### config.mk
export PLATFORM = sky130hd
export DESIGN_NAME = rate_tick_gen_flat
export DESIGN_NICKNAME = d
export VERILOG_FILES = /design/src/rtl/rate_tick_gen_pkg.sv /design/src/rtl/rate_tick_gen_if.sv /design/src/rtl/rate_tick_gen_period_counter.sv /design/src/rtl/rate_tick_gen.sv /design/src/flat_wrapper.sv
export SDC_FILE = /design/constraint.sdc
export NUM_CORES = 1
export LEC_CHECK = 0
export ABC_AREA = 0
export BUFFER_PORTS_ARGS = -buffer_cell sky130_fd_sc_hd__buf_2
export CAP_MARGIN = 0
export CORE_MARGIN = 2
export CORE_UTILIZATION = 60
export CTS_CLUSTER_SIZE = 8
export DETAILED_ROUTE_END_ITERATION = 16
export PLACE_DENSITY = 0.81
export SETUP_SLACK_MARGIN = 0.5
export SKIP_CTS_REPAIR_TIMING = 1
export SYNTH_ARGS = -nofsm -noshare
export SYNTH_HDL_FRONTEND = slang
export SYNTH_SLANG_ARGS = --single-unit
### constraint.sdc
create_clock -name clk -period 5.33 [get_ports clk]
set_input_delay 0.2665 -clock clk [delete_from_list [all_inputs] [get_ports clk]]
set_output_delay 0.2665 -clock clk [all_outputs]
set_load 0.1 [all_outputs]
### src/rtl/rate_tick_gen_pkg.sv
// rate_tick_gen_pkg: state encoding and standard tick periods shared by selector and generator
package rate_tick_gen_pkg;
  localparam logic [1:0] ST_IDLE = 2'd0;
  localparam logic [1:0] ST_RUN  = 2'd1;
  localparam logic [1:0] ST_STEP = 2'd2;
  typedef enum logic [1:0] {IDLE = ST_IDLE, RUN = ST_RUN, STEP = ST_STEP} state_t;
  localparam int unsigned PERIOD_SLOW = 5_000_000;
  localparam int unsigned PERIOD_MED  = 2_500_000;
  localparam int unsigned PERIOD_FAST = 1_250_000;
endpackage

### src/rtl/rate_tick_gen_if.sv
// rate_tick_gen_if: control inputs and tick outputs of the tick generator
interface rate_tick_gen_if #(
  parameter int PERIOD_W = 32,
  parameter int COUNT_W  = 16
);
  logic [PERIOD_W-1:0] period;
  logic                en;
  logic                step_req;
  logic                clear;
  logic                tick;
  logic [COUNT_W-1:0]  tick_count;
  logic                busy;
  modport master (output period, en, step_req, clear, input tick, tick_count, busy);
  modport slave  (input period, en, step_req, clear, output tick, tick_count, busy);
endinterface

### src/rtl/rate_tick_gen_period_counter.sv
// rate_tick_gen_period_counter: loadable down-counter with zero flag
module rate_tick_gen_period_counter #(
  parameter int PERIOD_W = 32
) (
  input  logic                clk,
  input  logic                reset,
  input  logic                load_i,
  input  logic                dec_i,
  input  logic [PERIOD_W-1:0] load_val_i,
  output logic                zero_o
);
  logic [PERIOD_W-1:0] cnt_q, cnt_d;
  // load wins over decrement; otherwise the count holds
  always_comb cnt_d = load_i ? load_val_i : dec_i ? cnt_q - PERIOD_W'(1) : cnt_q;
  // counter register
  always_ff @(posedge clk or posedge reset)
    if (reset) cnt_q <= '0;
    else cnt_q <= cnt_d;
  assign zero_o = cnt_q == '0;
endmodule

### src/rtl/rate_tick_gen.sv
// rate_tick_gen: period-driven tick enable generator with free-run and single-step modes
module rate_tick_gen #(
  parameter int PERIOD_W = 32,
  parameter int COUNT_W  = 16
) (
  input  logic          clk,
  input  logic          reset,
  rate_tick_gen_if.slave bus
);
  import rate_tick_gen_pkg::*;
  state_t              state_q, state_d;
  logic [PERIOD_W-1:0] period_q, period_d, p_eff, load_val;
  logic [COUNT_W-1:0]  tick_count_q, tick_count_d;
  logic                tick_q, fire, load, dec, zero, idle, active, counting, exit_run, p_chg;
  // clear beats a period change, which beats the normal count; leaving RUN freezes the counter
  always_comb begin
    p_eff        = (bus.period == '0) ? PERIOD_W'(1) : bus.period;
    idle         = state_q == IDLE;
    active       = state_q == RUN || state_q == STEP;
    exit_run     = state_q == RUN && !bus.en;
    counting     = active && !exit_run;
    p_chg        = p_eff != period_q;
    fire         = counting && !bus.clear && !p_chg && zero;
    load         = idle ? (bus.en || bus.step_req) : counting && (bus.clear || p_chg || zero);
    dec          = counting && !load;
    load_val     = (idle || (!bus.clear && p_chg)) ? p_eff - PERIOD_W'(1) : period_q - PERIOD_W'(1);
    state_d      = idle ? (bus.en ? RUN : bus.step_req ? STEP : IDLE) :
                   (!active || exit_run || (fire && state_q == STEP)) ? IDLE : state_q;
    period_d     = (idle || (counting && !bus.clear && p_chg)) ? p_eff : period_q;
    tick_count_d = bus.clear ? '0 : tick_count_q + COUNT_W'(fire);
  end
  // FSM state, latched period and registered tick outputs
  always_ff @(posedge clk or posedge reset)
    if (reset) begin
      state_q      <= IDLE;
      period_q     <= PERIOD_W'(1);
      tick_q       <= 1'b0;
      tick_count_q <= '0;
    end else begin
      state_q      <= state_d;
      period_q     <= period_d;
      tick_q       <= fire;
      tick_count_q <= tick_count_d;
    end
  rate_tick_gen_period_counter #(.PERIOD_W(PERIOD_W)) u_cnt (
    .clk       (clk),
    .reset     (reset),
    .load_i    (load),
    .dec_i     (dec),
    .load_val_i(load_val),
    .zero_o    (zero)
  );
  assign bus.tick       = tick_q;
  assign bus.tick_count = tick_count_q;
  assign bus.busy       = active;
endmodule

### src/flat_wrapper.sv
// flat-port wrapper written by rule: the top's interface ports become plain ports
module rate_tick_gen_flat import rate_tick_gen_pkg::*;
#(
  parameter int PERIOD_W = 32,
  parameter int COUNT_W  = 16
)
  (clk, reset, bus_period, bus_en, bus_step_req, bus_clear, bus_tick, bus_tick_count, bus_busy);
  rate_tick_gen_if #(.PERIOD_W(PERIOD_W), .COUNT_W(COUNT_W)) bus_i ();
  input  logic clk;
  input  logic reset;
  input wire logic [$bits(bus_i.period)-1:0] bus_period;
  input wire logic [$bits(bus_i.en)-1:0] bus_en;
  input wire logic [$bits(bus_i.step_req)-1:0] bus_step_req;
  input wire logic [$bits(bus_i.clear)-1:0] bus_clear;
  output wire logic [$bits(bus_i.tick)-1:0] bus_tick;
  output wire logic [$bits(bus_i.tick_count)-1:0] bus_tick_count;
  output wire logic [$bits(bus_i.busy)-1:0] bus_busy;
  assign bus_i.period = bus_period;
  assign bus_i.en = bus_en;
  assign bus_i.step_req = bus_step_req;
  assign bus_i.clear = bus_clear;
  assign bus_tick = bus_i.tick;
  assign bus_tick_count = bus_i.tick_count;
  assign bus_busy = bus_i.busy;
  rate_tick_gen #(.PERIOD_W(PERIOD_W), .COUNT_W(COUNT_W)) u_core (.clk(clk), .reset(reset), .bus(bus_i));
endmodule
Word-level counts from Yosys, hierarchy flattened. Cells that the tools add are included.

Memories: 0. Output and inout port bits: 18. Input bits: 37. Memory bits (read-only): 0. RAM bits: 0. Latch bits: 0. Register bits after elaboration: 83.

Equal/unequal tests: 3. Magnitude comparators: 0. Mux-type cells: 10. Multipliers: 0. Reductions and logical operators: 29. Divide/modulo/power cells: 0. $add $sub $neg: 4. Bitwise logic cells: 0. Shift operators: 0.

Operators by type and width (count): $mux 32 (4); $sub 32x1->32 const B (3); $logic_not 32->1 (2); $ne 32x32->1 (1); $add 16x1->16 (1); $mux 16 (1); $logic_and 1x1->1 (10); $logic_or 1x1->1 (8); $mux 2 (4); $logic_not 1->1 (6); $reduce_bool 2->1 (2); $eq 2x1->1 const B (1); $eq 2x2->1 const B (1); $logic_not 2->1 (1); $mux 1 (1).

Longest topological paths before layout. Gate-level depths: netlist (run 1).

Depth in word-level cells: 11. Mapped depth: 18.

By module. A second synthesis (run 1) with hierarchy kept.

Cell total of the unflattened synthesis: 674. Area, all modules: 6093.3 um^2.

By module, submodules not included: rate_tick_gen (times used 1, area each 4202.8 um^2, cells an instance 463); rate_tick_gen_period_counter (times used 1, area each 1890.6 um^2, cells an instance 211).

Worst setup path after synthesis (run 1). Ideal clock, no wire load.

Kind: reg2reg. From: register u_core.state_q[0]. To: register u_core.u_cnt.cnt_q[26]. Cell stages (with the launch flop): 18. Arrival: 4.859 ns. Period minus slack after synthesis: 4.947 ns. Path buffers: 5. Setup slack: 0.383 ns. Library setup time: 0.087 ns. Cells stage by stage: dfrtp_1 -> inv_1 -> ha_1 -> o21ai_0 -> o21ai_0 -> o31a_2 -> buf_6 -> buf_4 -> buf_2 -> buf_2 -> buf_1 -> mux2i_1 -> ha_1 -> o211ai_1 -> nor4_4 -> nand4_1 -> or4_1 -> o211ai_1.

Elaborated cells between the ends (all ways): 15. Classes of those cells: 2 x eq/ne; 3 x mux; 10 x reduce/logical.

RTL lines: start, declared (RTL line rate_tick_gen.sv:11) `state_t state_q, state_d;`; start signal, assigned (RTL line rate_tick_gen.sv:40) `state_q <= state_d;`; $eq 2x1->1 or $eq 2x2->1 (tied branches) (RTL line rate_tick_gen.sv:19) `active = state_q == RUN || state_q == STEP;`; $logic_or 1x1->1 * (RTL line rate_tick_gen.sv:19); net bus_busy (RTL line flat_wrapper.sv:17) `output wire logic [$bits(bus_i.busy)-1:0] bus_busy;`; $logic_and 1x1->1 * (RTL line rate_tick_gen.sv:21) `counting = active && !exit_run;`; $logic_and 1x1->1 (RTL line rate_tick_gen.sv:24) `load = idle ? (bus.en || bus.step_req) : counting && (bus.clear || p_chg || zero);`; $mux 1 (RTL line rate_tick_gen.sv:24); $logic_not 1->1 (RTL line rate_tick_gen.sv:25) `dec = counting && !load;`; $logic_and 1x1->1 (RTL line rate_tick_gen.sv:25); $reduce_bool 2->1 (no line); end signal, assigned (RTL line rate_tick_gen_period_counter.sv:18) `else cnt_q <= cnt_d;`; end, declared (RTL line rate_tick_gen_period_counter.sv:12) `logic [PERIOD_W-1:0] cnt_q, cnt_d;`.

Mark *: on every way through the listed nets, which the timed path passes. The rest lies on a longest branch. A chain may end at the register's enable or synchronous reset.

Worst setup path after layout (run 1).
From: register u_core.u_cnt.cnt_q[9]. To: register u_core.u_cnt.cnt_q[10].

Word-level cells in the longest chain between the ends: 7. Elaborated cells between the ends (all ways): 10. Classes of those cells: 1 x add/sub; 3 x mux; 6 x reduce/logical.

Ends and longest elaborated chain: parallel branches: the longest is 7 deep, another holds $sub 32x1->32.

Parallel ways; which one is timed is not known. The select of a mux whose other input is x is not followed.

==> results of run 1 <==
==> cells in the mapped netlist (all sizes together) (13+ instances only) <==
cell type | count | area (um^2)
a21oi | 30 | 158
clkbuf | 17 | 63.8
dfrtp | 82 | 2050
mux2 | 33 | 372
mux2i | 29 | 290
nand2 | 60 | 225
nand3 | 15 | 75.1
nand4 | 15 | 100
nor2 | 70 | 263
nor3 | 27 | 135
nor4 | 20 | 161
o21ai | 34 | 174
or3 | 13 | 81.3
xnor2 | 58 | 523
xor2 | 24 | 210
==> metrics by stage <==
step                      instances  total power [mW]  setup slack, ns  area, um^2
after floorplan                 626              2.42            0.545        5690
after global placement          777              2.82            0.742        6090
after detailed placement        777              2.88            0.548        6090
after CTS                       793              3.41            0.506        6320
after global routing            796              3.67            0.467        6350
final                           796              3.45            0.638        6350
==> worst max path at each step <==
| stage | from | end | slack, ns |
|---|---|---|---|
| 2_1_floorplan | u_core.u_cnt.cnt_q[9] | u_core.u_cnt.cnt_q[26] | 0.55 |
| 3_3_place_gp | u_core.u_cnt.cnt_q[9] | u_core.u_cnt.cnt_q[10] | 0.74 |
| 6_report | u_core.u_cnt.cnt_q[9] | u_core.u_cnt.cnt_q[10] | 0.64 |
| 3_5_place_dp | u_core.u_cnt.cnt_q[9] | u_core.u_cnt.cnt_q[10] | 0.55 |
| 4_1_cts | u_core.u_cnt.cnt_q[9] | u_core.u_cnt.cnt_q[10] | 0.51 |
| 5_1_grt | u_core.u_cnt.cnt_q[9] | u_core.u_cnt.cnt_q[10] | 0.47 |
==> power breakdown <==
part           internal (mW)  switching (mW)
combinational          0.701            1.02
clock                  0.280           0.247
sequential             0.883           0.314
==> metal layers <==
layer	wire length (um)	track usage	part of all wire
met1	6560	0.448	0.43
met2	6890	0.456	0.46
met3	1170	0.0663	0.077
met4	498	0.106	0.033
met5	0	0	0
==> cell families after synthesis <==
kind of cell	after synthesis
adder cells (fa/ha/maj)	6
XOR/XNOR	82
flip-flops	83
AND/OR/NAND/NOR	253
multiplexers	62
buffers and inverters	36
AO/OA/AOI/OAI	104
==> sequential cells by signal, indices dropped and copies added, names as in the netlist <==
| register | count |
|---|---|
| u_core.bus.tick | 1 |
| u_core.state_q | 2 |
| u_core.bus.tick_count | 16 |
| u_core.period_q | 32 |
| u_core.u_cnt.cnt_q | 32 |
==> cell usage in the layout (no fill, tap or decap), types with 24 or more instances in the layout <==
master,netlist,final
a21oi_1,28,27
buf_2,4,54
dfrtp_1,82,82
mux2_2,33,33
mux2i_1,29,29
nand2_1,60,60
nor2_1,70,70
nor3_1,27,26
o21ai_0,31,31
xnor2_1,56,56
xor2_1,24,24
==> final cells by class <==
type	instances	area, um^2
Sequential cell	83	2080
Multi-Input combinational cell	507	3470
Fill cell	743	2850
Clock inverter	5	85.1
Inverter	8	31.3
Tap cell	111	139
Timing Repair Buffer	71	398
Clock buffer	11	141
==> impl_metrics.py, run 1 <==
metrics = {
    "setup_path": {
        "slowest_delay_ns": 0.57,
        "rrSetupSlack_ns": 0.64,
        "cp-start-kind": "flop",
        "worstSetupPathType": "flop to flop",
        "worstPathRequired_ns": 5.59,
        "path_cells": "or4_4, or4_1, nor4_1, or3_1, o31a_2, mux2i_1, ha_1, o211ai_1, nor3_2, nor3b_1, xnor2_1, a221oi_1",
        "reg2reg_from": "u_core.u_cnt.cnt_q[9]",
        "regToRegEndpoint": "u_core.u_cnt.cnt_q[10]",
        "path_buf_inv": 0,
        "crit_slowest_cell": "or4_4",
        "cp_top_family": "simple AND/OR/NAND/NOR gates",
        "rr_worst_depth": 12,
        "crit_path_end_kind": "flop",
        "cp.arrival_ns": 4.95,
        "cp_max_fo": 13,
        "cp_num_cells": 12,
    },
    "cells_and_area": {
        "utilization": 0.690,
        "nNetsFinal": 723,
        "num_antenna_cells": 0,
        "area_delta_synth_final_pct": 11.8,
        "drive_gt1_frac": 0.213,
    },
    "floorplanning": {
        "initial_core_util": 0.618,
        "rows": 35,
        "core_mm2": 0.00920,
        "design.die.area_mm2": 0.0103,
        "io_pins": 55,
        "fp.dieH_um": 101,
        "fp.dieW_um": 101,
    },
    "synth": {
        "synth_cell_types": 59,
        "synthMuxAreaShare": 0.117,
        "syn-num-nets": 669,
        "avgSynthCellArea_um2": 9.07,
        "ys_ff_latch": 83,
        "synthFlopType": "dfrtp_1",
        "synth_edf_count": 0,
        "netlist_area_mm2": 0.00568,
        "synth-seq-area-share": 0.366,
        "synthAdderAreaFrac": 0.0132,
        "synth-compound-area-share": 0.117,
        "synth_top_family_by_area": "simple AND/OR/NAND/NOR gates",
        "synthSimpleGateAreaFrac": 0.229,
        "synth-async-reset-ratio": 1.00,
        "netlist_instances": 626,
        "ys_warn_count": 0,
        "synthXorXnorAreaFrac": 0.129,
    },
    "run": {
        "max_cap_viol_count": 0,
    },
    "drt": {
        "wl_per_cell_um": 19.0,
        "wl_mm": 15.1,
        "post_drt_via_cell_ratio": 6.32,
        "drt_iter0_markers": 371,
        "drcViolationCount": 0,
        "drt_first_pass_iters": 5,
        "num_vias": 5029,
        "ant_nets": 0,
    },
    "min_path": {
        "min_path_cells": 2,
        "hold_path_end": "u_core.state_q[1]",
        "hold_class": "input pin to flop",
        "worstHoldStart": "bus_step_req",
    },
    "clocking": {
        "cts_max_level": 3,
        "numCtsBuffers": 9,
        "root_buffer": "clkbuf_8",
        "cts_tree": "yes",
        "clkTransAtPathRegs_ns": 0.09,
        "clock_sinks": 83,
        "insertion_delay_ns": 0.36,
        "ctsLongestPathBuffers": 2,
    },
    "sta": {
        "hold_slack_ns": 0.174,
        "slew_headroom": 0.293,
        "fmax_mhz": 213,
        "period_share": 0.880,
        "tns_ns": 0,
        "fin_crit_ns": 4.69,
        "drv_slew": 0,
        "finalClockSkew_ns": 0.00934,
        "setup_viol": 0,
        "rsz0062_at_grt": "yes",
        "worst_slew_pin_slew_ns": 1.06,
        "finalHoldViolCount": 0,
    },
    "pwr": {
        "p_per_area_mw_per_mm2": 543,
        "vdd_ir_drop_max_uv": 292,
        "p_leak_nw": 2.58,
    },
    "place": {
        "io_buffers": 54,
        "gp_congestion": 1.02,
        "hpwl_mm": 11.2,
    },
    "global_route": {
        "antenna_found_initial": 0,
        "grt_use_total": 0.308,
        "grt_first_pass_wirelength_mm": 24.5,
        "grt_pass1_vias": 4741,
        "overflow": 0,
        "grt_max_degree": 84,
    },
    "status": {
        "outcome": "completed",
    },
}
No activity file was read; power rests on OpenSTA's default activity.
==> inputs of run 2 (changes only) <==
- CTS_CLUSTER_DIAMETER: default -> 50
- MAX_ROUTING_LAYER: default -> met4
==> impl_metrics.py, run 2 (synthesis gave the netlist of run 1 again) <==
metrics = {
    "global_route": {
        "grt_pass1_vias": 4696,
        "grt_use_total": 0.321,
        "grt_max_degree": 84,
        "antenna_found_initial": 0,
        "overflow": 0,
        "grt_first_pass_wirelength_mm": 24.6,
    },
    "sta": {
        "rsz0062_at_grt": "no",
        "period_share": 0.857,
        "drv_slew": 0,
        "hold_slack_ns": 0.182,
        "worst_slew_pin_slew_ns": 1.02,
        "tns_ns": 0,
        "slew_headroom": 0.317,
        "finalHoldViolCount": 0,
        "setup_viol": 0,
        "fmax_mhz": 219,
        "fin_crit_ns": 4.57,
        "finalClockSkew_ns": 0.0132,
    },
    "place": {
        "hpwl_mm": 11.5,
        "gp_congestion": 0.952,
        "io_buffers": 54,
    },
    "min_path": {
        "min_path_cells": 2,
        "hold_class": "input pin to flop",
        "worstHoldStart": "bus_step_req",
    },
    "clocking": {
        "numCtsBuffers": 9,
        "root_buffer": "clkbuf_8",
        "cts_tree": "yes",
        "cts_max_level": 3,
        "clkTransAtPathRegs_ns": 0.09,
        "clock_sinks": 83,
        "ctsLongestPathBuffers": 2,
        "insertion_delay_ns": 0.36,
    },
    "cells_and_area": {
        "mostFrequentLayoutCells": "dfrtp_1, nor2_1, nand2_1, xnor2_1, buf_2",
        "n_fill_cell": 750,
        "drive_gt1_frac": 0.214,
        "area_delta_synth_final_pct": 11.5,
        "multiInputGateArea_mm2": 0.00348,
        "regArea_mm2": 0.00208,
        "num_antenna_cells": 0,
        "nNetsFinal": 721,
        "final_common_cell": "dfrtp_1",
    },
    "status": {
        "outcome": "completed",
    },
    "setup_path": {
        "crit_slowest_cell": "or4b_4",
        "cp-start-kind": "flop",
        "reg2reg_from": "u_core.u_cnt.cnt_q[9]",
        "rrSetupSlack_ns": 0.76,
        "worstSetupPathType": "flop to flop",
        "worstPathRequired_ns": 5.60,
        "rr_worst_depth": 11,
        "cp_max_fo": 20,
        "cp.arrival_ns": 4.83,
        "path_cells": "or4_4, or4_1, nor4_2, or3_1, o31a_2, buf_4, a31oi_2, or4b_4, or4_4, or4_1, o211ai_1",
        "slowest_delay_ns": 0.60,
        "crit_path_end_kind": "flop",
        "critPathLaunch": "u_core.u_cnt.cnt_q[9]",
    },
    "drt": {
        "post_drt_via_cell_ratio": 6.31,
        "drt_iter0_markers": 385,
        "wl_per_cell_um": 19.2,
        "drcViolationCount": 0,
        "num_vias": 5007,
        "wl_mm": 15.2,
        "ant_nets": 0,
        "drt_first_pass_iters": 5,
    },
    "floorplanning": {
        "design.die.area_mm2": 0.0103,
        "io_pins": 55,
        "rows": 35,
        "core_mm2": 0.00920,
        "initial_core_util": 0.618,
        "fp.dieW_um": 101,
        "fp.dieH_um": 101,
    },
    "run": {
        "max_cap_viol_count": 0,
    },
    "pwr": {
        "p_per_area_mw_per_mm2": 542,
        "p_leak_nw": 2.57,
        "vdd_ir_drop_max_uv": 296,
    },
}
[run 2: changes by cell type in the layout (fill, tap and decap cells not counted), sizes merged]
cell,change
clkinv,+1
clkinvlp,-1
clkbuf,+1
bufinv,-1
buf,-2
[run 2: cell type report]
type / instances / area share
inverters: 8 / 0.00494
clock buffers: 12 / 0.0261
repair buffers: 69 / 0.0605
flip-flops and latches: 83 / 0.328
well taps: 111 / 0.0219
multi-input cells: 507 / 0.550
clock inverters: 4 / 0.00889
[run 2: power breakdown]
| group | total, mW | leakage [nW] | switching (mW) | internal (mW) |
|---|---|---|---|---|
| sequential | 1.19 | 1.01 | 0.309 | 0.883 |
| clock | 0.502 | 0.113 | 0.243 | 0.259 |
| combinational | 1.74 | 1.44 | 1.03 | 0.705 |
[run 2: worst max-delay path: cells and delay by family, from the launching register on]
kind / cells / cell delay, ns
buf+inv: 1 / 0.29
simple gates: 7 / 3.15
compound gates: 3 / 0.58
flops: 1 / 0.43
[run 2: per-layer routing]
metal  part of all wire  vias to the layer above  global-route usage  wire length, um
li1                   -                     2344                   -                -
met1               0.45                     2380               0.456             6870
met2               0.45                      249               0.479             6840
met3              0.078                       34              0.0518             1180
met4              0.024                        0              0.0884              359
met5                  0                        -                   -                0
[run 2: worst paths after layout]
check | end
min in group asynchronous | u_core.bus.tick_count[11]
setup / recovery | u_core.u_cnt.cnt_q[31]
hold / removal | u_core.state_q[1]
max in group asynchronous | u_core.period_q[26]
setup reg to reg | u_core.u_cnt.cnt_q[31]
hold reg to reg | u_core.state_q[0]
[run 2: per-stage QoR]
| step | std cells | cell area, um^2 | setup slack (ns) | utilization | power (mW) |
|---|---|---|---|---|---|
| 2_1_floorplan | 626 | 5690 | 0.545 | - | 2.42 |
| 3_3_place_gp | 776 | 6090 | 0.776 | 0.662 | 2.85 |
| 3_5_place_dp | 776 | 6090 | 0.682 | 0.662 | 2.89 |
| 4_1_cts | 792 | 6310 | 0.633 | 0.686 | 3.40 |
| 5_1_grt | 794 | 6330 | 0.538 | 0.689 | 3.65 |
| 6_report | 794 | 6330 | 0.765 | 0.689 | 3.43 |
==> inputs of run 3 (changes only) <==
- ABC_AREA: 0 -> 1
- CORE_UTILIZATION: 60 -> 61
==> impl_metrics.py, run 3 <==
metrics = {
    "sta": {
        "finalClockSkew_ns": 0.0156,
        "fmax_mhz": 267,
        "fin_crit_ns": 3.74,
        "slew_headroom": 0.274,
        "setup_viol": 0,
        "setup_ws_ns": 1.59,
        "rsz0062_at_grt": "no",
        "period_share": 0.702,
        "finalHoldViolCount": 0,
        "tns_ns": 0,
        "drv_slew": 0,
        "hold_slack_ns": 0.171,
        "worst_slew_pin_slew_ns": 1.09,
    },
    "pwr": {
        "pwr-share-comb": 0.572,
        "vdd_ir_drop_max_uv": 309,
        "p_sw_frac": 0.511,
        "p_per_area_mw_per_mm2": 554,
        "clockPowerShare": 0.127,
        "p_leak_nw": 3.41,
        "intPower_mw": 1.81,
        "p_total_mw": 3.70,
        "p_sw_mw": 1.89,
        "power_frac_seq": 0.301,
    },
    "cells_and_area": {
        "drive_gt1_frac": 0.145,
        "utilization": 0.679,
        "postLayoutCellArea_mm2": 0.00667,
        "final_common_cell": "nand2_1",
        "mostFrequentLayoutCells": "nand2_1, inv_1, nor2_1, dfrtp_1, nand3_1",
        "stdcell_count": 1116,
        "area_delta_synth_final_pct": 7.85,
        "num_antenna_cells": 0,
        "nNetsFinal": 1021,
    },
    "drt": {
        "wl_per_cell_um": 14.0,
        "drcViolationCount": 0,
        "wl_mm": 15.6,
        "num_vias": 5982,
        "drt_first_pass_iters": 5,
        "drt_iter0_markers": 422,
        "post_drt_via_cell_ratio": 5.36,
        "ant_nets": 0,
    },
    "setup_path": {
        "cp.arrival_ns": 3.98,
        "rrSetupSlack_ns": 1.59,
        "worstSetupPathType": "flop to flop",
        "cp_top_family": "simple AND/OR/NAND/NOR gates",
        "crit_path_end_kind": "flop",
        "cpMostUsedCell": "nand2_1",
        "slowest_delay_ns": 0.56,
        "path_buf_inv": 1,
        "cp-start-kind": "flop",
        "reg2reg_from": "u_core.u_cnt.cnt_q[25]",
        "crit_slowest_cell": "nor4_1",
        "path_cells": "nor4_1, nand4_1, nor2_1, nor2_1, nand4_1, nand2_1, nand2_2, nand2_4, nand2_1, o21ai_1, inv_1, ha_1, nand3_1, nor2_2, nand2_1, nor2_1, nand2_1, nand2_1, nand2_1, nand2_1, nand2_1",
        "regToRegEndpoint": "u_core.u_cnt.cnt_q[22]",
        "rr_worst_depth": 21,
        "cp_max_fo": 69,
        "worstPathRequired_ns": 5.57,
    },
    "global_route": {
        "grt_first_pass_wirelength_mm": 26.6,
        "overflow": 0,
        "antenna_found_initial": 0,
        "grt_use_total": 0.312,
        "grt_pass1_vias": 5484,
        "grt_max_degree": 84,
    },
    "clocking": {
        "numCtsBuffers": 9,
        "root_buffer": "clkbuf_8",
        "clkTransAtPathRegs_ns": 0.09,
        "ctsLongestPathBuffers": 2,
        "clock_sinks": 83,
        "cts_max_level": 3,
        "insertion_delay_ns": 0.36,
        "cts_tree": "yes",
    },
    "synth": {
        "syn-num-nets": 982,
        "synthFlopType": "dfrtp_1",
        "avgSynthCellArea_um2": 6.59,
        "synthXorXnorAreaFrac": 0.0425,
        "ys_warn_count": 0,
        "yosysTopAreaCellShare": 0.332,
        "synth_cell_types": 39,
        "netlist_area_mm2": 0.00619,
        "synth.area.top_cells": "dfrtp_1, nand2_1, inv_1",
        "ys_ff_latch": 83,
        "yosysMostFrequentCell": "nand2_1",
        "synth-compound-area-share": 0.0858,
        "yosys.area.top_type": "dfrtp_1",
        "netlist_instances": 939,
        "synthSimpleGateAreaFrac": 0.391,
        "synth_commonest_cells": "nand2_1, inv_1, nor2_1",
        "synth-seq-area-share": 0.336,
        "synth_top_family_by_area": "simple AND/OR/NAND/NOR gates",
        "synthMuxAreaShare": 0.0382,
        "synth-async-reset-ratio": 1.00,
        "synthAdderAreaFrac": 0.0121,
        "synth_edf_count": 0,
    },
    "floorplanning": {
        "core_mm2": 0.00982,
        "initial_core_util": 0.630,
        "rows": 36,
        "fp.dieW_um": 105,
        "io_pins": 55,
        "design.die.area_mm2": 0.0110,
        "fp.dieH_um": 105,
    },
    "place": {
        "hpwl_mm": 11.5,
        "dp.cells": 1100,
        "gp_congestion": 0.980,
        "dpl_cell_area_mm2": 0.00648,
        "io_buffers": 54,
        "place_ws_ns": 1.58,
    },
    "min_path": {
        "worstHoldStart": "bus_period[29]",
        "min_path_cells": 3,
        "hold_path_end": "u_core.period_q[29]",
        "hold_class": "input pin to flop",
    },
    "run": {
        "max_cap_viol_count": 0,
    },
    "status": {
        "outcome": "completed",
    },
}
==> run 3: changes by cell type after synthesis, sizes merged, moves of 13 or more <==
cell   before  now
xnor2      58   14
nor3       27    8
nand3      15   65
mux2i      29    0
nand2      60  359
nor2       70  106
or3        13    0
o21ai      34   68
inv         8  106
==> run 3: area by class of cell <==
cell class              count  area, um^2
clock buffers              12         145
inverters                 109         410
clock inverters             4        50.0
repair buffers             58         300
well taps                 133         166
flip-flops and latches     83        2080
multi-input cells         717        3520
fillers                   915        3150
==> run 3: worst max-delay path by stage <==
| stage | slack (ns) | end | depth (start not counted) | from |
|---|---|---|---|---|
| floorplan | 1.75 | u_core.bus.tick_count[14] | 23 | u_core.state_q[0] |
| detailed placement | 1.58 | u_core.u_cnt.cnt_q[8] | 19 | bus_period[23] |
| finish | 1.59 | u_core.u_cnt.cnt_q[22] | 21 | u_core.u_cnt.cnt_q[25] |
| CTS | 1.61 | u_core.u_cnt.cnt_q[8] | 14 | u_core.period_q[31] |
| global route | 1.21 | u_core.bus.tick_count[14] | 24 | u_core.period_q[15] |
| global placement | 1.56 | u_core.u_cnt.cnt_q[8] | 15 | bus_period[31] |
==> run 3: kinds of logic (layout without fill, tap and decap cells) <==
| group | count (synthesis) | after routing |
|---|---|---|
| DFF | 83 | 83 |
| AOI/OAI and AO/OA | 92 | 92 |
| muxes | 21 | 21 |
| xor gates and xnor gates | 30 | 30 |
| and+or+nand+nor | 568 | 568 |
| buffers and inverters | 139 | 183 |
| adders and majority gates | 6 | 6 |
==> run 3: power by group through the flow <==
stage,Combinational (mW),Sequential [mW],Clock (mW)
floorplan,1.71,1.06,0
global placement,2.06,1.11,0
detailed placement,2.09,1.12,0
CTS,2.09,1.11,0.468
global route,2.41,1.15,0.498
finish,2.12,1.11,0.468
==> run 3: routing by layer <==
layer	vias up	share of wire	global-route usage
met2	203	0.45	0.468
met1	2702	0.46	0.429
li1	3039	-	-
met3	38	0.058	0.0455
met5	-	0	-
met4	0	0.033	0.120
==> run 3: worst register-to-register path, delay by kind of cell, from the launching register on <==
family	cells	cell delay [ns]
adders and majority gates	1	0.16
DFF	1	0.41
AOI/OAI and AO/OA	1	0.12
and+or+nand+nor	18	2.82
buffers and inverters	1	0.10
